### src/rtl/id_hazard_scoreboard.sv
// rtl/id_hazard_scoreboard.sv - decode-stage GPR scoreboard, issue stall control, stall watchdog and perf counter
module id_hazard_scoreboard #(
    parameter int CNT_W     = 2,
    parameter bit WB_BYPASS = 1'b0,
    parameter int TIMEOUT   = 64
) (
    input  logic        clk,
    input  logic        rst,
    input  logic        ds_valid,
    input  logic [4:0]  ds_rj,
    input  logic        ds_rj_used,
    input  logic [4:0]  ds_rkd,
    input  logic        ds_rkd_used,
    input  logic [4:0]  ds_dest,
    input  logic        ds_gr_we,
    input  logic        es_allow_in,
    input  logic        ws_valid,
    input  logic        ws_rf_we,
    input  logic [4:0]  ws_rf_waddr,
    output logic        ds_ready_go,
    output logic        issue_fire,
    output logic [31:0] busy_vec,
    output logic        deadlock,
    output logic        underflow_err,
    output logic [31:0] stall_cycles
);

    localparam logic [CNT_W-1:0] CNT_MAX = '1;
    localparam int WAIT_W = $clog2(TIMEOUT + 1);

    typedef enum logic [1:0] {S_IDLE, S_STALL, S_HUNG} state_t;

    logic [CNT_W-1:0]  r_cnt [32];
    state_t            r_state;
    state_t            w_state_nxt;
    logic [WAIT_W-1:0] r_wait;
    logic [WAIT_W-1:0] w_wait_nxt;
    logic [WAIT_W-1:0] w_wait_inc;
    logic              r_deadlock;
    logic              r_underflow;
    logic [31:0]       r_stall_cycles;

    logic              w_issue;
    logic              w_retire;
    logic              w_haz_rj;
    logic              w_haz_rkd;
    logic              w_sat_haz;
    logic              w_stall;
    logic [CNT_W-1:0]  w_cnt_rj;
    logic [CNT_W-1:0]  w_cnt_rkd;
    logic [CNT_W-1:0]  w_cnt_dest;
    logic [CNT_W-1:0]  w_cnt_wb;

    assign w_cnt_rj   = r_cnt[ds_rj];
    assign w_cnt_rkd  = r_cnt[ds_rkd];
    assign w_cnt_dest = r_cnt[ds_dest];
    assign w_cnt_wb   = r_cnt[ws_rf_waddr];

    assign w_retire = ws_valid && ws_rf_we && (ws_rf_waddr != 5'd0);

    // Write-through release only applies to the last outstanding write of that register
    assign w_haz_rj  = ds_rj_used && (ds_rj != 5'd0) && (w_cnt_rj != '0) &&
                       !(WB_BYPASS && w_retire && (ws_rf_waddr == ds_rj) && (w_cnt_rj == CNT_W'(1)));
    assign w_haz_rkd = ds_rkd_used && (ds_rkd != 5'd0) && (w_cnt_rkd != '0) &&
                       !(WB_BYPASS && w_retire && (ws_rf_waddr == ds_rkd) && (w_cnt_rkd == CNT_W'(1)));
    assign w_sat_haz = ds_gr_we && (ds_dest != 5'd0) && (w_cnt_dest == CNT_MAX);

    assign ds_ready_go = !(w_haz_rj || w_haz_rkd || w_sat_haz);
    assign issue_fire  = ds_valid && ds_ready_go && es_allow_in;
    assign w_issue     = issue_fire && ds_gr_we && (ds_dest != 5'd0);
    assign w_stall     = ds_valid && !ds_ready_go;

    always_ff @(posedge clk) begin
        if (rst) begin
            for (int i = 0; i < 32; i++) begin
                r_cnt[i] <= '0;
            end
        end else begin
            for (int i = 0; i < 32; i++) begin
                if (w_issue && (ds_dest == 5'(i)) && !(w_retire && (ws_rf_waddr == 5'(i)))) begin
                    r_cnt[i] <= r_cnt[i] + CNT_W'(1);
                end else if (w_retire && (ws_rf_waddr == 5'(i)) && !(w_issue && (ds_dest == 5'(i))) &&
                             (r_cnt[i] != '0)) begin
                    r_cnt[i] <= r_cnt[i] - CNT_W'(1);
                end
            end
        end
    end

    always_comb begin
        busy_vec = '0;
        for (int i = 0; i < 32; i++) begin
            busy_vec[i] = (r_cnt[i] != '0);
        end
    end

    assign w_wait_inc = r_wait + WAIT_W'(1);

    always_comb begin
        w_state_nxt = r_state;
        w_wait_nxt  = r_wait;
        case (r_state)
            S_IDLE: begin
                if (w_stall) begin
                    w_wait_nxt  = WAIT_W'(1);
                    w_state_nxt = (TIMEOUT <= 1) ? S_HUNG : S_STALL;
                end
            end
            S_STALL: begin
                if (!w_stall) begin
                    w_wait_nxt  = '0;
                    w_state_nxt = S_IDLE;
                end else begin
                    w_wait_nxt  = w_wait_inc;
                    w_state_nxt = (w_wait_inc == WAIT_W'(TIMEOUT)) ? S_HUNG : S_STALL;
                end
            end
            S_HUNG: begin
                if (!w_stall) begin
                    w_wait_nxt  = '0;
                    w_state_nxt = S_IDLE;
                end
            end
            default: begin
                w_wait_nxt  = '0;
                w_state_nxt = S_IDLE;
            end
        endcase
    end

    always_ff @(posedge clk) begin
        if (rst) begin
            r_state        <= S_IDLE;
            r_wait         <= '0;
            r_deadlock     <= 1'b0;
            r_underflow    <= 1'b0;
            r_stall_cycles <= '0;
        end else begin
            r_state    <= w_state_nxt;
            r_wait     <= w_wait_nxt;
            r_deadlock <= r_deadlock || (w_state_nxt == S_HUNG);
            r_underflow <= r_underflow || (w_retire && (w_cnt_wb == '0));
            if (w_stall && (r_stall_cycles != 32'hFFFF_FFFF)) begin
                r_stall_cycles <= r_stall_cycles + 32'd1;
            end
        end
    end

    assign deadlock      = r_deadlock;
    assign underflow_err = r_underflow;
    assign stall_cycles  = r_stall_cycles;

endmodule

### config.mk
export PLATFORM = sky130hd
export DESIGN_NAME = id_hazard_scoreboard
export DESIGN_NICKNAME = d
export VERILOG_FILES = /design/src/rtl/id_hazard_scoreboard.sv
export SDC_FILE = /design/constraint.sdc
export NUM_CORES = 1
export LEC_CHECK = 0
export ABC_AREA = 1
export BUFFER_PORTS_ARGS = -buffer_cell sky130_fd_sc_hd__buf_2
export CORE_UTILIZATION = 44
export DETAILED_ROUTE_END_ITERATION = 12
export PLACE_DENSITY = 0.67
export SETUP_SLACK_MARGIN = 0.5
export SYNTH_ARGS = -nofsm -noshare
export SYNTH_HDL_FRONTEND = slang
export SYNTH_SLANG_ARGS = --single-unit
export TNS_END_PERCENT = 1
### constraint.sdc
create_clock -name clk -period 6.9 [get_ports clk]
set_input_delay 1.035 -clock clk [delete_from_list [all_inputs] [get_ports clk]]
set_output_delay 1.035 -clock clk [all_outputs]
set_load 0.01 [all_outputs]
=== After elaboration in Yosys (flattened, before gate mapping) ===
Memories as Yosys holds them, arrays and structs flattened.
Index checks and enable logic that the tools add are counted.

* Memories kept: 1
* Output and inout bits: 68
* Bits of input ports: 29
* Bits in writable memories: 64
* Bits in registers: 43
* Word-level logic and storage cells: 792

* Mux-type cells: 299
* Bitwise logic cells: 64
* Add/sub/neg operators: 66
* Reduce and logical (&&, ||, !) cells: 287
* Equal/unequal tests: 70

{| class="wikitable"
|+ Memories
! name !! depth !! width !! read ports !! clocked after Yosys merged registers in !! wr ports !! line !! source
|-
| r_cnt || 32 || 2 || 36 || 0 || 32 || 33 || <nowiki>logic [CNT_W-1:0] r_cnt [32];</nowiki>
|}

{| class="wikitable"
|+ Operator list
! operator !! number
|-
| 2-to-1 mux 1 bit || 226
|-
| logical AND 1 bit || 175
|-
| equality test 5 bit, second input constant || 32
|-
| 2-to-1 mux 2 bit || 68
|-
| equality test 5 x 4 -> 1 bit, second input constant || 16
|-
| nonzero test 2 bit || 34
|-
| zero test 1 bit || 65
|-
| adder 2 x 1 -> 2 bit, second input constant || 32
|-
| bitwise OR 1 bit || 64
|-
| subtractor 2 x 1 -> 2 bit, second input constant || 32
|-
| equality test 5 x 3 -> 1 bit, second input constant || 8
|-
| adder 32 x 1 -> 32 bit, second input constant || 1
|-
| != test 32 bit, second input constant || 1
|-
| 2-to-1 mux 7 bit || 3
|-
| case mux 7 bit (3 select lines) || 1
|-
| equality test 5 x 2 -> 1 bit, second input constant || 4
|-
| nonzero test 5 bit || 4
|-
| equality test 5 x 1 -> 1 bit, second input constant || 2
|-
| zero test 5 bit || 2
|-
| adder 7 x 1 -> 7 bit, second input constant || 1
|-
| equality test 7 bit, second input constant || 1
|-
| equality test 2 bit, second input constant || 3
|-
| case mux 2 bit (3 select lines) || 1
|-
| zero test 2 bit || 2
|-
| other kinds (4) || 8
|}

=== Longest topological paths before layout ===
Gate-level depths: netlist of run 1.

* Depth in word-level cells: 19
* Mapped depth: 21
* Mapped depth without buffers: 18

=== Worst setup path after synthesis of run 1 ===
OpenSTA, ideal clock, no wires.

* Kind: input port to output port
* Start: input ds_rkd[0]
* End: output issue_fire
* Required time: 5.865 ns
* Buffers on the path: 2
* Stages: 13
* Setup slack: 3.526 ns
* Arrival time: 2.339 ns
* Cells stage by stage: clkbuf_2 inv_2 buf_4 nand2_1 nand3_1 nand2_1 a21oi_1 nand3_1 nand3_1 nand2_1 nand2_1 nand3_2 nor2_1

* Word-level cells in the longest chain between the ends: 8
* Elaborated cells on any way between the ends: 10
* Classes of those cells: 9 x reduce/logical; 1 x memory

{| class="wikitable"
|+ RTL lines
! element !! line !! source
|-
| start: declaration || 12 || <nowiki>input logic [4:0] ds_rkd,</nowiki>
|-
| memory (32 x 2 bit) or nonzero test 5 bit (tied branches) || -- ||
|-
| nonzero test 2 bit or logical AND 1 bit (tied branches) || 64 || <nowiki>assign w_haz_rkd = ds_rkd_used && (ds_rkd != 5'd0) && (w_cnt_rkd != '0) &&</nowiki>
|-
| logical AND 1 bit (*) || 64 ||
|-
| logical OR 1 bit (*) (2 in series) || 68 || <nowiki>assign ds_ready_go = !(w_haz_rj || w_haz_rkd || w_sat_haz);</nowiki>
|-
| zero test 1 bit (*) || 68 ||
|-
| logical AND 1 bit (*) (2 in series) || 69 || <nowiki>assign issue_fire = ds_valid && ds_ready_go && es_allow_in;</nowiki>
|-
| end: declaration || 21 || <nowiki>output logic issue_fire,</nowiki>
|}

Every way passes the cells marked *; elsewhere a longest branch is shown, timed or not.

=== Final worst setup path of run 1 ===
* Start: input ds_dest[0]
* End: output issue_fire

* Word-level cells in the longest chain between the ends: 7
* Elaborated cells on any way between the ends: 9
* Classes of those cells: 1 x eq/ne; 7 x reduce/logical; 1 x memory

{| class="wikitable"
|+ RTL lines
! element !! line !! source
|-
| start: declaration || 14 || <nowiki>input logic [4:0] ds_dest,</nowiki>
|-
| memory (32 x 2 bit) or nonzero test 5 bit (tied branches) || -- ||
|-
| equality test 2 bit or logical AND 1 bit (tied branches) || 66 || <nowiki>assign w_sat_haz = ds_gr_we && (ds_dest != 5'd0) && (w_cnt_dest == CNT_MAX);</nowiki>
|-
| logical AND 1 bit (*) || 66 ||
|-
| logical OR 1 bit (*) || 68 ||
|-
| zero test 1 bit (*) || 68 ||
|-
| logical AND 1 bit (*) (2 in series) || 69 ||
|}

Marks and branches as above.

==> results of run 1 <==
## placed cells by master, fill, tap and decap left out, types with 3 or more instances in the layout
cell         n
clkbuf_1     3
nor4_1      16
xor2_1      27
o21ai_1     18
nand4_1     25
a21oi_1     98
inv_1      149
buf_2       96
a22oi_1      4
o21ai_0     27
clkbuf_16    9
edfxtp_1    64
nor2_2       3
nor2_1     158
nand3_1    135
nand3_2      3
o22ai_1      4
inv_2        6
o211ai_1     5
nor3_1      53
o221ai_1     5
xnor2_1      3
nand2_1    511
buf_4        4
ha_1         3
dfxtp_1     43
a221oi_1     4
## registers in the layout, indices dropped and copies added (netlist names)
name	count
stall_cycles	32
r_state	2
r_wait	7
deadlock	1
underflow_err	1
r_cnt	64
## cells by family (layout without fill, tap and decap cells)
family | Yosys count | after routing | synth area share
AOI/OAI and AO/OA | 168 | 168 | 0.103
xor gates and xnor gates | 30 | 30 | 0.0299
adders and majority gates | 3 | 3 | 0.00428
buffers and inverters | 213 | 272 | 0.107
DFF | 107 | 107 | 0.317
other | 1 | 2 | 0.000427
and+or+nand+nor | 914 | 914 | 0.438
## power by group through the flow
| stage | Combinational [mW] | Sequential [mW] | Clock (mW) |
|---|---|---|---|
| after CTS | 0.298 | 0.726 | 0.507 |
| after floorplan | 0.213 | 0.732 | 0 |
| final | 0.304 | 0.727 | 0.498 |
| after global placement | 0.294 | 0.740 | 0 |
| after global routing | 0.335 | 0.730 | 0.525 |
| after detailed placement | 0.297 | 0.741 | 0 |
## cell type report
type | count | area, um2
multi-input combinational | 1117 | 5060
clock inverter | 3 | 25.0
fill | 2088 | 9980
inverter | 156 | 591
sequential | 107 | 2780
tap | 265 | 332
clock buffer | 13 | 244
timing repair buffer | 100 | 510
## worst register-to-register path: stages (launching register included)
cell and delay [ns]:
edfxtp_1 0.46, nor2_1 0.42, inv_1 0.24, nand2_1 0.11, nand3_1 0.07, nand3_1 0.10
nand3_1 0.07, nand3_1 0.09, nand2_1 0.06, nand2_1 0.15, nand4_2 0.14, nor2_4 0.42
buf_4 0.46, nand4_1 0.23, nand3_1 0.23
## layer usage
metal	track usage	routed length, um	up-vias
met4	0.137	1190	0
met3	0.0412	2790	73
met5	0	0	-
li1	-	-	4796
met1	0.373	12000	4368
met2	0.485	13700	517
## how the worst max path moves through the flow
stage | startpoint | depth (start not counted) | to
floorplan | ds_rkd[0] | 13 | issue_fire
global placement | ds_dest[0] | 16 | r_cnt[14][0]
detailed placement | ds_dest[0] | 16 | r_cnt[13][0]
CTS | ds_dest[0] | 14 | issue_fire
global route | ds_dest[0] | 13 | issue_fire
finish | ds_dest[0] | 14 | issue_fire
==> summary.md, run 1 <==
| Metric | Value |
|---|---|
| Final Hold Vio Count | `0` |
| Yosys top cell area share | `0.219` |
| MaxCap Viol Count | `0` |
| Gp weighted congestion | `1.02` |
| Share of layout cells above drive strength 1 | `0.0889` |
| Top post-synthesis cells by area | `edfxtp_1 22%, nand2_1 22%, dfxtp_1 9.8%` |
| VDD IR max | `0.110 mV` |
| Min Tclk post-route | `4.41 ns` |
| Post-CTS Setup Bufs | `0` |
| Outcome | `complete, no violations` |
| WP data required | `5.86 ns` |
| Routed via count | `9754` |
| Most frequent CP cell | `nand2_1` |
| Critical path data arrival time | `3.38 ns` |
| Cell with the most instances after synthesis | `nand2_1` |
| # H-tree levels | `3` |
| Cts hold-fix bufs | `0` |
| Vias in the first global route | `8676` |
| Area grow syn2layout | `8.71%` |
| Die Y | `143 um` |
| Main flop type after synthesis | `edfxtp_1` |
| Achievable Freq | `0.227 GHz` |
| CTS tree | `built` |
| Combinational power share | `0.199` |
| CP max stage cell | `buf_2` |
| Post-layout nets | `1523` |
| Setup_tns | `0 ns` |
| Number of cell rows | `51` |
| Worst hold path type | `reg -> reg` |
| Post-route cell area | `9540 um2` |
| RSZ-0062 raised after global routing | `false` |
| Min-Delay Startpoint | `deadlock` |
| EDFF count, synth | `64` |
| I/O pin total | `97` |
| Seq cells post-synth | `107` |
| CP endpoint kind | `primary output` |
| Reg clk slew, reported paths | `0.07 ns` |
| Initial DRT Pass Iterations | `6` |
| Initial antenna violation count | `0` |
| Vias per inst | `5.54` |
| Post-route insts no fill | `1761` |
| Routed length per placed instance | `16.8 um` |
| Pre-CTS WS | `2.52 ns` |
| Core Footprint | `19500 um2` |
| Hpwl dp | `22500 um` |
| R2r setup slk | `3.34 ns` |
| Total design power | `1.53 mW` |
| R2R Path Start | `r_cnt[31][0]` |
| Hold EP | `deadlock` |
| Dpl cells | `1745` |
| Largest fanout on the critical path | `44` |
| Hold slack | `0.459 ns` |
| Max stage delay on crit path | `0.58 ns` |
| Skew-Pair Late Insertion Delay | `0.37 ns` |
| Cell Chain, Critical Path | `buf_2 -> inv_6 -> nand2_1 -> nand2_1 -> nand2_1 -> nand2_1 -> nand2_1 -> nand2_1 -> o21ai_0 -> nand2_1 -> nand3_2 -> nand3_2 -> nor2_1 -> buf_2` |
| Clock network power share | `0.326` |
| Leak Pwr | `4.22 nW` |
| Synth area leader | `edfxtp_1` |
| Startpoint class of the critical path | `input pin` |
| Reg2Reg Depth | `14` |
| Final WL | `29700 um` |
| Max_slew headroom | `0.205` |
| Synthesized area | `8780 um2` |
| Sw Share | `0.323` |
| Worst slew pin tran | `1.19 ns` |
| DRC errors left | `0` |
| WHS Path Cells | `2` |
| Die area | `20500 um2` |
| Register share of total power | `0.475` |
| Placed Area | `9270 um2` |
| Psw | `0.494 mW` |
| Kind of critical path | `in -> out` |
| Number of buffers created by CTS | `9` |
| PortBufs | `96` |
| Total Routing Usage GR | `0.292` |
| Final Slew Violations | `0` |
| Asr flop ratio synth | `0` |
| First-pass GRT wire length | `45900 um` |
| Sequential area share after synthesis | `0.317` |
| Clock skew | `0.0108 ns` |
| Cell variety after synth | `43` |
| Largest net degree at the start of global routing | `57` |
| Grt ovf | `0` |
| Final core utilization | `0.489` |
| Clock root cell | `clkbuf_16` |
| Clock Path Buffers | `2` |
| Starting DRT DRC Count | `934` |
| Bufs and invs on worst path | `3` |
| CTS sink count | `107` |
| Top cells by count, synth | `511 x nand2_1, 158 x nor2_1, 150 x inv_1, 135 x nand3_1, 98 x a21oi_1` |
| RR Endpoint | `r_cnt[13][1]` |
| Antenna diode count | `0` |
| Endpoints failing setup | `0` |
| Initial core utilization | `0.450` |
| Cells after synthesis | `1436` |
| Worst setup margin | `2.49 ns` |
| Yosys warns | `0` |
| Syn Area/Cell | `6.11 um2` |
| Die W | `143 um` |
| Pwr per Cell Area | `160 nW/um2` |
| Internal | `1.04 mW` |
| Largest delay share family, worst path | `simple AND/OR/NAND/NOR gates` |
| Post-CTS resize count | `0` |
| Fin crit share | `0.639` |
| Post-route ant nets | `0` |
Note: power is estimated with default switching activity, not from simulation.
==> run 2, diff against run 1 <==
--- a/config.mk
+++ b/config.mk
@@ -5,7 +5,7 @@
 export SDC_FILE = /design/constraint.sdc
 export NUM_CORES = 1
 export LEC_CHECK = 0
-export ABC_AREA = 1
+export ABC_AREA = 0
 export BUFFER_PORTS_ARGS = -buffer_cell sky130_fd_sc_hd__buf_2
 export CORE_UTILIZATION = 44
 export DETAILED_ROUTE_END_ITERATION = 12
==> constraint.sdc (replaced) <==
create_clock -name clk -period 4.4 [get_ports clk]
set_input_delay 0.66 -clock clk [delete_from_list [all_inputs] [get_ports clk]]
set_output_delay 0.66 -clock clk [all_outputs]
set_load 0.01 [all_outputs]
==> run 2 against run 1 <==
Effect of this change: critical path depth shrank 6; synthesized cell count shrank 34%; clock skew shrank 0.0026 ns; highest routed layer unchanged; area after synthesis shrank 8.1%; hold slack lost 0.0032 ns; clock power grew 74%; count of clock-buffer cells in the layout shrank 2; wire length shrank 13%; global-route usage shrank 1.2 points; cell count shrank 29%; flip-flop and latch count is the same; power grew 61%; largest cell class unchanged.
==> summary.md, run 2 <==
| Metric | Value |
|---|---|
| FF/Latch Area | `2780 um2 (unchanged)` |
| Area grow syn2layout | `12.2%` |
| Largest net degree at the start of global routing | `90 (+58%)` |
| Vias in the first global route | `7310 (-16%)` |
| Post-layout nets | `1051 (-31%)` |
| Initial antenna violation count | `0 (unchanged)` |
| MaxCap Viol Count | `0 (unchanged)` |
| Clock skew | `0.00815 ns (-0.00262 ns)` |
| Number of buffers created by CTS | `9 (unchanged)` |
| Top cells by count, synth | `128 x nor2_1, 70 x nand2_1, 66 x nand3_1, 64 x edfxtp_1, 48 x a21oi_1` |
| Cts hold-fix bufs | `0 (unchanged)` |
| Total design power | `2.47 mW (+61%)` |
| Most frequent CP cell | `and3_1` |
| Multi-input gate area | `4900 um2 (-3.0%)` |
| Number of cell rows | `49 (-3.9%)` |
| Max_slew headroom | `0.287 (+0.0823)` |
| DRC errors left | `0 (unchanged)` |
| # H-tree levels | `3 (unchanged)` |
| VDD IR max | `0.211 mV (+92%)` |
| Yosys top cell area share | `0.238 (+0.0192)` |
| Die W | `137 um (-4.1%)` |
| Post-CTS resize count | `3 (+3)` |
| Antenna diode count | `0 (unchanged)` |
| Commonest non-fill, non-tap cell in the layout | `nor2_1` |
| Grt ovf | `0 (unchanged)` |
| Routed via count | `8019 (-18%)` |
| Gp weighted congestion | `0.985 (-3.6%)` |
| Yosys warns | `0 (unchanged)` |
| Hpwl dp | `19100 um (-15%)` |
| Asr flop ratio synth | `0 (unchanged)` |
| Final Slew Violations | `0 (unchanged)` |
| Setup_tns | `0 ns (unchanged)` |
| CTS sink count | `107 (unchanged)` |
| Kind of critical path | `reg -> out` |
| Routed length per placed instance | `20.7 um (+23%)` |
| Post-route ant nets | `0 (unchanged)` |
| Largest fanout on the critical path | `5 (-89%)` |
| Seq cells post-synth | `107 (unchanged)` |
| Vias per inst | `6.40 (+16%)` |
| Cell variety after synth | `75 (+74%)` |
| Initial DRT Pass Iterations | `6 (unchanged)` |
| Max stage delay on crit path | `0.53 ns (-0.05 ns)` |
| Achievable Freq | `0.266 GHz` |
| Die Y | `137 um (-4.1%)` |
| PortBufs | `96 (unchanged)` |
| Hold slack | `0.456 ns (-0.00323 ns)` |
| Final Hold Vio Count | `0 (unchanged)` |
| EDFF count, synth | `64 (unchanged)` |
| Cell Chain, Critical Path | `nor2_1 -> inv_1 -> mux4_2 -> a211o_1 -> a2bb2oi_2 -> and3_1 -> and3_1 -> buf_2` |
| Pwr per Cell Area | `273 nW/um2 (+70%)` |
| Outcome | `complete, no violations` |
| CP endpoint kind | `primary output` |
| First-pass GRT wire length | `40000 um (-13%)` |
| Reg clk slew, reported paths | `0.08 ns (about the same)` |
| Endpoints failing setup | `0 (unchanged)` |
| I/O pin total | `97 (unchanged)` |
| Starting DRT DRC Count | `880 (-5.8%)` |
| Synth area leader | `edfxtp_1` |
| Post-CTS Setup Bufs | `0 (unchanged)` |
| WP data required | `3.74 ns (-2.12 ns)` |
| Cell with the most instances after synthesis | `nor2_1` |
| FILL cells | `1765 (-15%)` |
| Min Tclk post-route | `3.75 ns` |
| Clock root cell | `clkbuf_16` |
| Cells after synthesis | `953 (-34%)` |
| Syn Area/Cell | `8.47 um2 (+39%)` |
| Die area | `18900 um2 (-8.0%)` |
| Share of layout cells above drive strength 1 | `0.179 (+0.0898)` |
| Total Routing Usage GR | `0.280 (-0.0116)` |
| Largest reg by FF count | `r_cnt` |
| Top post-synthesis cells by area | `edfxtp_1 24%, dfxtp_1 11%, mux4_2 6.7%` |
| Main flop type after synthesis | `edfxtp_1` |
| Skew-Pair Late Insertion Delay | `0.36 ns (about the same)` |
| Sequential area share after synthesis | `0.345 (+0.0279)` |
| Core Footprint | `18000 um2 (-8.0%)` |
| Max reg flops | `64 (unchanged)` |
| Fin crit share | `0.853` |
| Critical path data arrival time | `3.09 ns (-0.29 ns)` |
| Final WL | `25900 um (-13%)` |
| Worst slew pin tran | `1.07 ns (-0.123 ns)` |
| Startpoint class of the critical path | `flop` |
| Clock Path Buffers | `2 (unchanged)` |
| Worst hold path type | `reg -> reg` |
| RSZ-0062 raised after global routing | `false` |
| Leak Pwr | `3.47 nW (-18%)` |
| CTS tree | `built` |
| Most frequent cells in the layout | `125 x nor2_1, 95 x buf_2, 70 x nand2_1` |
| CP max stage cell | `mux4_2` |
| Synthesized area | `8070 um2 (-8.1%)` |
| Initial core utilization | `0.449 (about the same)` |
## run 2: cell count changes after synthesis, moves of 18 or more
cell      change
inv_1       -110
mux2i_1      +18
a31oi_1      +18
nand2_1     -441
nor2b_1      +19
nor2_1       -30
a21oi_1      -50
and3_1       +25
mux4_2       +24
nand2b_1     +21
nand3_1      -69
## run 2: worst paths after layout
| kind | start | end | slack (ns) | depth (start not counted) |
|---|---|---|---|---|
| worst min register to register | deadlock | deadlock | 0.46 | 2 |
| worst min-delay path | deadlock | deadlock | 0.46 | 2 |
| worst max-delay path | r_cnt[10][0] | issue_fire | 0.65 | 8 |
| worst max register to register | r_cnt[30][0] | r_cnt[23][0] | 0.90 | 9 |
## run 2: metrics by stage
stage / cell area, um2 / utilization / instances / setup WS [ns]
after floorplan: 8070 / - / 954 / 1.07
after global placement: 8720 / 0.486 / 1237 / 0.658
after detailed placement: 8720 / 0.486 / 1237 / 0.616
after CTS: 9050 / 0.504 / 1253 / 0.646
after global routing: 9050 / 0.504 / 1253 / 0.504
final: 9050 / 0.504 / 1253 / 0.647
## run 2: cells by family (layout without fill, tap and decap cells)
family	count (synthesis)	after routing	synth area share
compound gates	173	173	0.147
buf+inv	101	171	0.0495
other cells	1	2	0.000465
fa+ha+maj	3	3	0.00465
flops	107	107	0.345
simple gates	478	478	0.309
mux	54	54	0.106
xor+xnor	36	36	0.0391
## run 2: area by class of cell
cell class	count	share of cell area
sequential	107	0.307
timing repair buffer	112	0.0666
inverter	43	0.0178
clock buffer	11	0.0292
clock inverter	5	0.00539
tap	229	0.0317
multi-input combinational	746	0.542
## run 2: power breakdown
part           switching (mW)  internal, mW
clock                   0.421         0.447
sequential             0.0499          1.10
combinational           0.286         0.162
## run 2: per-layer routing
layer | track usage | vias up | wire (um)
met5 | 0 | - | 0
met4 | 0.131 | 0 | 1190
met3 | 0.0717 | 91 | 2830
met2 | 0.423 | 499 | 11300
met1 | 0.373 | 3760 | 10600
li1 | - | 3669 | -
## run 2: critical path, delay by kind of cell, from the launching register on
| family | cells | cell delay, ns |
|---|---|---|
| multiplexers | 1 | 0.53 |
| buffers and inverters | 2 | 0.26 |
| AND/OR/NAND/NOR | 3 | 0.81 |
| flip-flops | 1 | 0.46 |
| AO/OA/AOI/OAI | 2 | 0.68 |
